$ cat src/rtl/uart_pkg.sv
// Shared UART definitions: framer states, the expected hello message and counter limits.
`default_nettype none

package uart_pkg;

  typedef enum logic [2:0] {
    IDLE      = 3'd0,
    START     = 3'd1,
    DATA      = 3'd2,
    STOP      = 3'd3,
    WAIT_HIGH = 3'd4
  } rx_state_t;

  localparam int MESSAGE_LEN = 8;

  localparam logic [7:0] MSG [MESSAGE_LEN] = '{
    8'h48, 8'h65, 8'h6C, 8'h6C, 8'h6F, 8'h21, 8'h21, 8'h0A
  };

  localparam logic [7:0] SAT_MAX = 8'd255;

endpackage

`default_nettype wire

$ cat src/rtl/uart_rx_frame.sv
// 8N1 serial deframer: two-flop input synchronizer plus mid-bit sampling state machine.
`default_nettype none

module uart_rx_frame
  import uart_pkg::*;
#(
  parameter int clocks_per_bit = 4
) (
  input  logic       ser_clk,
  input  logic       rst_n,
  input  logic       SER_RX,
  output logic [7:0] rx_data,
  output logic       rx_valid,
  output logic       rx_frame_err
);

  localparam int TW = $clog2(clocks_per_bit);
  localparam logic [TW-1:0] HALF_LOAD = TW'(clocks_per_bit / 2 - 1);
  localparam logic [TW-1:0] FULL_LOAD = TW'(clocks_per_bit - 1);

  logic            sync_1;
  logic            rx_s;
  rx_state_t       state;
  logic [TW-1:0]   bit_timer;
  logic [2:0]      bit_idx;
  logic [7:0]      shift;

  always_ff @(posedge ser_clk or negedge rst_n) begin
    if (!rst_n) begin
      sync_1       <= 1'b1;
      rx_s         <= 1'b1;
      state        <= IDLE;
      bit_timer    <= '0;
      bit_idx      <= 3'd0;
      shift        <= 8'h00;
      rx_data      <= 8'h00;
      rx_valid     <= 1'b0;
      rx_frame_err <= 1'b0;
    end else begin
      sync_1       <= SER_RX;
      rx_s         <= sync_1;
      rx_valid     <= 1'b0;
      rx_frame_err <= 1'b0;

      case (state)
        IDLE: begin
          if (!rx_s) begin
            state     <= START;
            bit_timer <= HALF_LOAD;
          end
        end

        START: begin
          if (bit_timer != '0) begin
            bit_timer <= bit_timer - 1'b1;
          end else if (!rx_s) begin
            state     <= DATA;
            bit_timer <= FULL_LOAD;
            bit_idx   <= 3'd0;
          end else begin
            state <= IDLE;
          end
        end

        DATA: begin
          if (bit_timer != '0) begin
            bit_timer <= bit_timer - 1'b1;
          end else begin
            shift     <= {rx_s, shift[7:1]};
            bit_timer <= FULL_LOAD;
            if (bit_idx == 3'd7) begin
              state <= STOP;
            end else begin
              bit_idx <= bit_idx + 3'd1;
            end
          end
        end

        STOP: begin
          if (bit_timer != '0) begin
            bit_timer <= bit_timer - 1'b1;
          end else if (rx_s) begin
            rx_data  <= shift;
            rx_valid <= 1'b1;
            state    <= IDLE;
          end else begin
            rx_frame_err <= 1'b1;
            state        <= WAIT_HIGH;
          end
        end

        // A held-low line (break) must rise before another start can be detected.
        WAIT_HIGH: begin
          if (rx_s) begin
            state <= IDLE;
          end
        end

        default: state <= IDLE;
      endcase
    end
  end

endmodule

`default_nettype wire

$ cat src/rtl/uart_hello_check.sv
// Receives 8N1 bytes and checks them against the fixed hello message, counting good messages and errors.
`default_nettype none

module uart_hello_check
  import uart_pkg::*;
#(
  parameter int clocks_per_bit = 4,
  parameter int message_len    = 8
) (
  input  logic       ser_clk,
  input  logic       rst_n,
  input  logic       SER_RX,
  output logic [7:0] rx_data,
  output logic       rx_valid,
  output logic       rx_frame_err,
  output logic       msg_ok,
  output logic [7:0] msg_count,
  output logic [7:0] err_count,
  output logic [7:0] LEDS
);

  localparam int CW = (message_len > 1) ? $clog2(message_len) : 1;
  localparam logic [CW-1:0] LAST_IDX = CW'(message_len - 1);

  logic [CW-1:0] cursor;

  uart_rx_frame #(
    .clocks_per_bit(clocks_per_bit)
  ) u_frame (
    .ser_clk     (ser_clk),
    .rst_n       (rst_n),
    .SER_RX      (SER_RX),
    .rx_data     (rx_data),
    .rx_valid    (rx_valid),
    .rx_frame_err(rx_frame_err)
  );

  always_ff @(posedge ser_clk or negedge rst_n) begin
    if (!rst_n) begin
      cursor    <= '0;
      msg_ok    <= 1'b0;
      msg_count <= 8'h00;
      err_count <= 8'h00;
    end else begin
      msg_ok <= 1'b0;
      if (rx_valid) begin
        if (rx_data == MSG[cursor]) begin
          if (cursor == LAST_IDX) begin
            msg_ok <= 1'b1;
            cursor <= '0;
            if (msg_count != SAT_MAX) msg_count <= msg_count + 8'd1;
          end else begin
            cursor <= cursor + 1'b1;
          end
        end else begin
          if (err_count != SAT_MAX) err_count <= err_count + 8'd1;
          // A stray byte that is itself the message head restarts matching after it.
          cursor <= (rx_data == MSG[0]) ? CW'(1) : '0;
        end
      end else if (rx_frame_err) begin
        if (err_count != SAT_MAX) err_count <= err_count + 8'd1;
        cursor <= '0;
      end
    end
  end

  assign LEDS = msg_count;

endmodule

`default_nettype wire

$ cat config.mk
export PLATFORM = sky130hd
export DESIGN_NAME = uart_hello_check
export DESIGN_NICKNAME = d
export VERILOG_FILES = /design/src/rtl/uart_pkg.sv /design/src/rtl/uart_rx_frame.sv /design/src/rtl/uart_hello_check.sv
export SDC_FILE = /design/constraint.sdc
export NUM_CORES = 1
export LEC_CHECK = 0
export ABC_AREA = 1
export BUFFER_PORTS_ARGS = -buffer_cell sky130_fd_sc_hd__buf_2
export CAP_MARGIN = 20
export CORE_MARGIN = 5
export CORE_UTILIZATION = 30
export DETAILED_ROUTE_END_ITERATION = 12
export MAX_ROUTING_LAYER = met4
export PLACE_DENSITY = 0.5
export SETUP_SLACK_MARGIN = 0.1
export SYNTH_ARGS = -nofsm -noshare
export SYNTH_HDL_FRONTEND = slang
export SYNTH_SLANG_ARGS = --single-unit
$ cat constraint.sdc
create_clock -name ser_clk -period 5.55 [get_ports ser_clk]
set_clock_uncertainty 0.05 [all_clocks]
set_input_delay 0.2775 -clock ser_clk [delete_from_list [all_inputs] [get_ports ser_clk]]
set_output_delay 0.2775 -clock ser_clk [all_outputs]
set_load 0.1 [all_outputs]
==> impl_metrics.json, run 1 <==
{
  "core_area_mm2": 0.009196,
  "hold_violations": 0,
  "wl_um": 5882,
  "worstSetupStartpoint": "cursor[0]",
  "yosys_warnings": 0,
  "worstMarginPinSlew_ns": 0.6197,
  "crit_buf_inv": 3,
  "die_w_um": 106.9,
  "setup.worst_path.end_class": "flip-flop",
  "path_cells": "inv_1 > ha_1 > inv_1 > nand2_2 > nand2_2 > nand2_1 > inv_1 > nand3_1 > nor2_1 > nand4_2 > nand2_1 > nand2_1",
  "slew_headroom_pct": 58.69,
  "crit_fanout": 8,
  "grt_max_degree": 49,
  "hold_class": "in -> async",
  "p_leak_nw": 1.655,
  "syn-cell-area_mm2": 0.002815,
  "floorplan.initialDensity_pct": 30.61,
  "fin_setup_tns_ns": 0,
  "wl_per_cell_um": 11.93,
  "overflow": 0,
  "drive_gt1_share_pct": 21.20,
  "regToRegSetupSlack_ns": 3.45,
  "setup.worst_path.end": "LEDS[4]",
  "rr_startpoint": "cursor[0]",
  "finalMaxSlewViolations": 0,
  "run_status": "complete, no violations",
  "cts_hold_buf": 0,
  "ys_types": 32,
  "rsz0062_at_grt": "no",
  "post_drt_via_cell_ratio": 4.578,
  "avgSynthCellArea_um2": 8.090,
  "fmax_ghz": 0.4757,
  "cp.depth": 12,
  "stdcell_count": 493,
  "syn_nets": 362,
  "dp_cells": 485,
  "ys_seq_elements": 48,
  "cts.sinks": 48,
  "grt_antenna_before_repair": 0,
  "required_ns": 5.69,
  "synth_edf_count": 0,
  "gp_congestion": 0.7910,
  "die_area_mm2": 0.01142,
  "r2r-end": "LEDS[4]",
  "fp.dieH_um": 106.9,
  "irDropWorstVdd_mv": 0.2820,
  "layout.nets": 395,
  "cp.arrival_ns": 2.24,
  "diodes": 0,
  "max_stage_delay_ns": 0.45,
  "postCtsResizedCells": 0,
  "cp-start-kind": "flip-flop",
  "seq_area_frac_synth_pct": 42.76,
  "route.vias.total": 2257,
  "crit_type": "reg -> reg",
  "cts_root_buffer": "clkbuf_8",
  "p_total_w": 0.001020,
  "syn-instance-count": 348,
  "grt_pass1_wl_um": 10320,
  "clk_latency_ns": 0.29,
  "htreeDepth": 2,
  "setup_viol": 0,
  "period_share_pct": 37.88,
  "slowest_stage": "dfrtp_1",
  "ioPinCount": 38,
  "period_needed_ns": 2.102,
  "area_growth_pct": 11.38,
  "postCtsSetupBuffers": 0,
  "clock_path_buffers": 2,
  "cts_tree": "done",
  "io_buffer_count": 37,
  "ant_nets": 0,
  "crit_family": "simple AND/OR/NAND/NOR gates",
  "max_cap_violations": 0,
  "dp.final_hpwl_um": 4532,
  "drc": 0,
  "synthArstFlopShare_pct": 100.0,
  "drtIter0Drc": 84,
  "first_pass_iters": 4,
  "detailedPlace.worstSlack_ns": 3.468,
  "clk_pin_slew_worst_paths_ns": 0.09,
  "track_usage_pct": 11.32,
  "powerDensity_mw_per_mm2": 325.2,
  "fin_ws_ns": 3.448,
  "grt_pass1_vias": 2182,
  "cts_made_buffers": 5,
  "synth_flop_cell": "dfrtp_1",
  "rows": 35,
  "ff2ff_path_depth": 12
}
metrics by stage:
stage               hold WS (ns)  area [µm²]  util [%]
floorplan               -0.06809        2815         -
global placement          0.2969        3054     33.21
detailed placement        0.3000        3054     33.21
CTS                      0.01021        3136     34.10
global route             0.01041        3136     34.10
finish                   0.02297        3136     34.10
state kept, by name, summed over array words and instances, names as in the netlist:
name / flops
LEDS: 8
cursor: 3
err_count: 8
msg_ok: 1
u_frame.bit_idx: 3
u_frame.bit_timer: 2
u_frame.rx_data: 8
u_frame.rx_frame_err: 1
u_frame.rx_s: 1
u_frame.rx_valid: 1
u_frame.shift: 8
u_frame.state: 3
u_frame.sync_1: 1
layout by cell type (no fill, tap or decap), types with 3 or more instances in the layout:
| master | n |
|---|---|
| nand4_1 | 12 |
| dfrtp_1 | 46 |
| nor2_4 | 5 |
| xor2_1 | 6 |
| ha_1 | 11 |
| nand2_1 | 92 |
| nand3_1 | 29 |
| clkbuf_8 | 5 |
| nor2_1 | 22 |
| o21ai_0 | 23 |
| xnor2_1 | 3 |
| nand2_2 | 13 |
| inv_1 | 44 |
| nand3_2 | 8 |
| buf_2 | 37 |
power breakdown:
part | leakage (nW) | total (W) | switching, W | internal, W
combinational | 0.964 | 0.000373 | 0.000282 | 0.0000908
clock | 0.0422 | 0.000201 | 0.000112 | 0.0000887
sequential | 0.649 | 0.000446 | 0.0000446 | 0.000402
total | 1.66 | 0.00102 | 0.000439 | 0.000581
kinds of logic after synthesis:
kind of cell    Yosys count  share of synthesized area [%]
simple gates            190                          33.69
buf+inv                  60                          9.867
flops                    48                          42.76
compound gates           30                          6.000
fa+ha+maj                11                          4.889
xor+xnor                  9                          2.800
Yosys cell counts (all sizes together) (2+ instances only):
cell    count  area [µm²]
a21oi       2       10.01
buf        12       92.59
dfrtp      46        1151
dfstp       2       52.55
ha         11       137.6
inv        47       181.4
nand2     105       426.7
nand3      37       225.2
nand3b      2       15.01
nand4      14       108.9
nor2       29       151.4
nor3        2       15.01
o21ai      23       115.1
o31ai       2       15.01
xnor2       3       26.28
xor2        6       52.55
worst register-to-register path, cell delays in order, from the launching register on:
cell and delay, ns:
dfrtp_1 0.45, inv_1 0.14, ha_1 0.35, inv_1 0.09, nand2_2 0.08, nand2_2 0.10
nand2_1 0.07, inv_1 0.05, nand3_1 0.05, nor2_1 0.15, nand4_2 0.22, nand2_1 0.13
nand2_1 0.05
how the worst min path moves through the flow:
stage | start | end | slack (ns) | depth (start not counted)
after global placement | u_frame.sync_1 | u_frame.rx_s | 0.30 | 0
after floorplan | rst_n | LEDS[0] | -0.07 | 0
after CTS | SER_RX | u_frame.sync_1 | 0.01 | 1
final | rst_n | u_frame.rx_data[5] | 0.02 | 2
after detailed placement | u_frame.sync_1 | u_frame.rx_s | 0.30 | 0
after global routing | SER_RX | u_frame.sync_1 | 0.01 | 1
area by class of cell:
type                       count  area [µm²]
clock buffer                   7       76.32
clock inverter                 1       5.005
fill                         996        6061
inverter                      48       185.2
multi-input combinational    240        1334
sequential                    48        1204
tap                          111       138.9
timing repair buffer          38       192.7
layer usage:
metal / global-route usage [%] / part of all wire (%) / vias up
li1: - / - / 1177
met2: 18.08 / 46 / 38
met1: 15.14 / 50 / 1038
met5: - / 0 / -
met4: 1.918 / 0.66 / 0
met3: 2.348 / 3.2 / 4
Note: power is estimated with default switching activity, not from simulation.
==> inputs of run 2 (changes only) <==
ABC_AREA = 0   (was 1)
PLACE_DENSITY = 0.51   (was 0.5)
clock period = 2.1 ns   (was 5.55 ns; I/O delays follow)
==> impl_metrics.json, run 2 <==
{
  "crit_top_cell": "buf_4",
  "layout_commonest_cell": "nand2_1",
  "hold_class": "in -> async",
  "diodes": 0,
  "drc": 0,
  "yosys_warnings": 0,
  "ioPinCount": 38,
  "syn-cell-area_mm2": 0.002464,
  "clk_pin_slew_worst_paths_ns": 0.09,
  "syn-instance-count": 239,
  "required_ns": 2.23,
  "seq_area_frac_synth_pct": 48.86,
  "switching_share_pct": 42.59,
  "post_drt_via_cell_ratio": 4.719,
  "path_cells": "inv_4 > ha_4 > buf_4 > o221ai_2 > o31a_2 > nor4_4 > buf_4 > buf_12 > a211oi_2 > xor2_1",
  "power.share.clock_pct": 19.3,
  "clock_path_buffers": 2,
  "synthArstFlopShare_pct": 100.0,
  "cts_made_buffers": 5,
  "pwr-share-comb_pct": 36.7,
  "cell_internal_pwr_w": 0.001710,
  "grt_pass1_wl_um": 9439,
  "cts_tree": "done",
  "final_core_util_pct": 38.70,
  "grt_max_degree": 29,
  "synth_top_area_share_pct": 46.72,
  "max_cap_violations": 0,
  "dp.final_hpwl_um": 3904,
  "floorplan.initialDensity_pct": 30.44,
  "first_pass_iters": 4,
  "yosys-top-cells-count": "dfrtp_1, nand2_1, nor2_1",
  "placed_cell_area_mm2": 0.002888,
  "fillers": 835,
  "ys_types": 45,
  "track_usage_pct": 11.88,
  "setup_viol": 16,
  "die_w_um": 100.6,
  "clk_latency_ns": 0.30,
  "rows": 33,
  "cts_root_buffer": "clkbuf_8",
  "die_area_mm2": 0.01012,
  "powerDensity_mw_per_mm2": 950.9,
  "route.vias.total": 1878,
  "layout.nets": 306,
  "period_share_pct": 105.2,
  "net-switching-power_w": 0.001268,
  "io_buffer_count": 37,
  "max_stage_delay_ns": 0.43,
  "finalMaxSlewViolations": 0,
  "hold_violations": 0,
  "drive_gt1_share_pct": 42.32,
  "synth.most_common_cell": "dfrtp_1",
  "ant_nets": 0,
  "htreeDepth": 2,
  "fin_setup_tns_ns": -1.085,
  "wl_per_cell_um": 13.76,
  "slew_headroom_pct": 55.23,
  "avgSynthCellArea_um2": 10.31,
  "setup.worst_path.end_class": "flip-flop",
  "seq_power_share_pct": 44.0,
  "layout_common_cells": "nand2_1, buf_2, dfrtp_1, buf_4, dfrtp_2",
  "period_needed_ns": 2.209,
  "drtIter0Drc": 52,
  "synth_area_leader_cell": "dfrtp_1",
  "irDropWorstVdd_mv": 0.7325,
  "cp.arrival_ns": 2.34,
  "core_area_mm2": 0.008093,
  "cp-start-kind": "flip-flop",
  "fin_ws_ns": -0.1092,
  "worstMarginPinSlew_ns": 0.6645,
  "synthTopCellsByArea": "dfrtp_1, nand2_1, ha_1",
  "ys_seq_elements": 48,
  "run_status": "complete, but fails checks",
  "synth_flop_cell": "dfrtp_1",
  "fmax_ghz": 0.4527,
  "wl_um": 5475,
  "p_leak_nw": 1.514,
  "overflow": 0,
  "fp.dieH_um": 100.6,
  "synth_edf_count": 0,
  "cts.sinks": 48,
  "violations": "negative setup slack",
  "grt_pass1_vias": 1930,
  "crit_type": "reg -> reg",
  "crit_fanout": 5,
  "slowest_stage": "dfrtp_2",
  "gp_congestion": 0.7581,
  "rsz0062_at_grt": "yes",
  "grt_antenna_before_repair": 0,
  "area_growth_pct": 27.12,
  "final_cell_area_mm2": 0.003132,
  "syn_nets": 253
}
## run 2: routing by layer
| layer | part of all wire, % | vias to the layer above | GRT usage (%) |
|---|---|---|---|
| met5 | 0 | - | - |
| met4 | 0.77 | 0 | 2.798 |
| met3 | 5.4 | 5 | 3.045 |
| met2 | 47 | 35 | 18.63 |
| met1 | 46 | 918 | 15.43 |
| li1 | - | 920 | - |
## run 2: power groups by stage
stage,combinational (W),clock (W),sequential (W)
2_1_floorplan,0.000479,0,0.00168
3_3_place_gp,0.00107,0,0.00132
3_5_place_dp,0.00108,0,0.00133
4_1_cts,0.00111,0.000601,0.00131
5_1_grt,0.00120,0.000643,0.00135
6_report,0.00109,0.000574,0.00131
## run 2: worst paths after layout
check / slack (ns) / cells after the start / to / startpoint
max in group asynchronous: 1.01 / 3 / u_frame.sync_1 / rst_n
setup / recovery: -0.11 / 10 / err_count[3] / cursor[0]
min in group ser_clk: 0.31 / 0 / u_frame.rx_s / u_frame.sync_1
hold reg to reg: 0.31 / 0 / u_frame.rx_s / u_frame.sync_1
setup reg to reg: -0.11 / 10 / err_count[3] / cursor[0]
hold / removal: 0.31 / 2 / LEDS[3] / rst_n
## run 2: critical path: cells and delay by family (launching register included)
| kind | cells | cell delay (ns) |
|---|---|---|
| flops | 1 | 0.43 |
| simple gates | 1 | 0.35 |
| fa+ha+maj | 1 | 0.27 |
| xor+xnor | 1 | 0.19 |
| buf+inv | 4 | 0.50 |
| compound gates | 3 | 0.30 |
## run 2: kinds of logic (layout without fill, tap and decap cells)
family / Yosys count / count (layout) / share of synthesized area, %
AOI/OAI and AO/OA: 27 / 27 / 7.314
xor gates and xnor gates: 16 / 16 / 5.688
adders and majority gates: 11 / 11 / 5.587
buffers and inverters: 23 / 77 / 5.332
DFF: 48 / 48 / 48.86
muxes: 16 / 16 / 7.110
and+or+nand+nor: 98 / 98 / 20.11
## run 2: through the flow
| step | worst slack [ns] | hold slack [ns] | instances | total power, W |
|---|---|---|---|---|
| detailed placement | -0.1496 | 0.1196 | 384 | 0.002410 |
| CTS | -0.1494 | 0.3106 | 398 | 0.003021 |
| global placement | -0.1338 | 0.1197 | 384 | 0.002389 |
| finish | -0.1092 | 0.3091 | 398 | 0.002978 |
| global route | -0.2510 | 0.3188 | 398 | 0.003192 |
| floorplan | -0.09429 | -0.2406 | 239 | 0.002157 |
## run 2: final cells by class
type | instances | area (µm²) | share of cell area (%)
inverters | 8 | 32.53 | 1.039
multi-input cells | 168 | 1260 | 40.23
repair buffers | 61 | 382.9 | 12.23
well taps | 105 | 131.4 | 4.195
clock buffers | 6 | 82.58 | 2.637
clock inverters | 2 | 10.01 | 0.3196
flip-flops and latches | 48 | 1232 | 39.35
## run 2: timing repair
action | CTS | global route
setup buffers | 4 | 0
hold buffers | 2 | 0
hold endpoints to repair | 27 | 0
gates resized for setup | 18 | 1
setup endpoints to repair | 20 | 20
pin swaps | 16 | 5
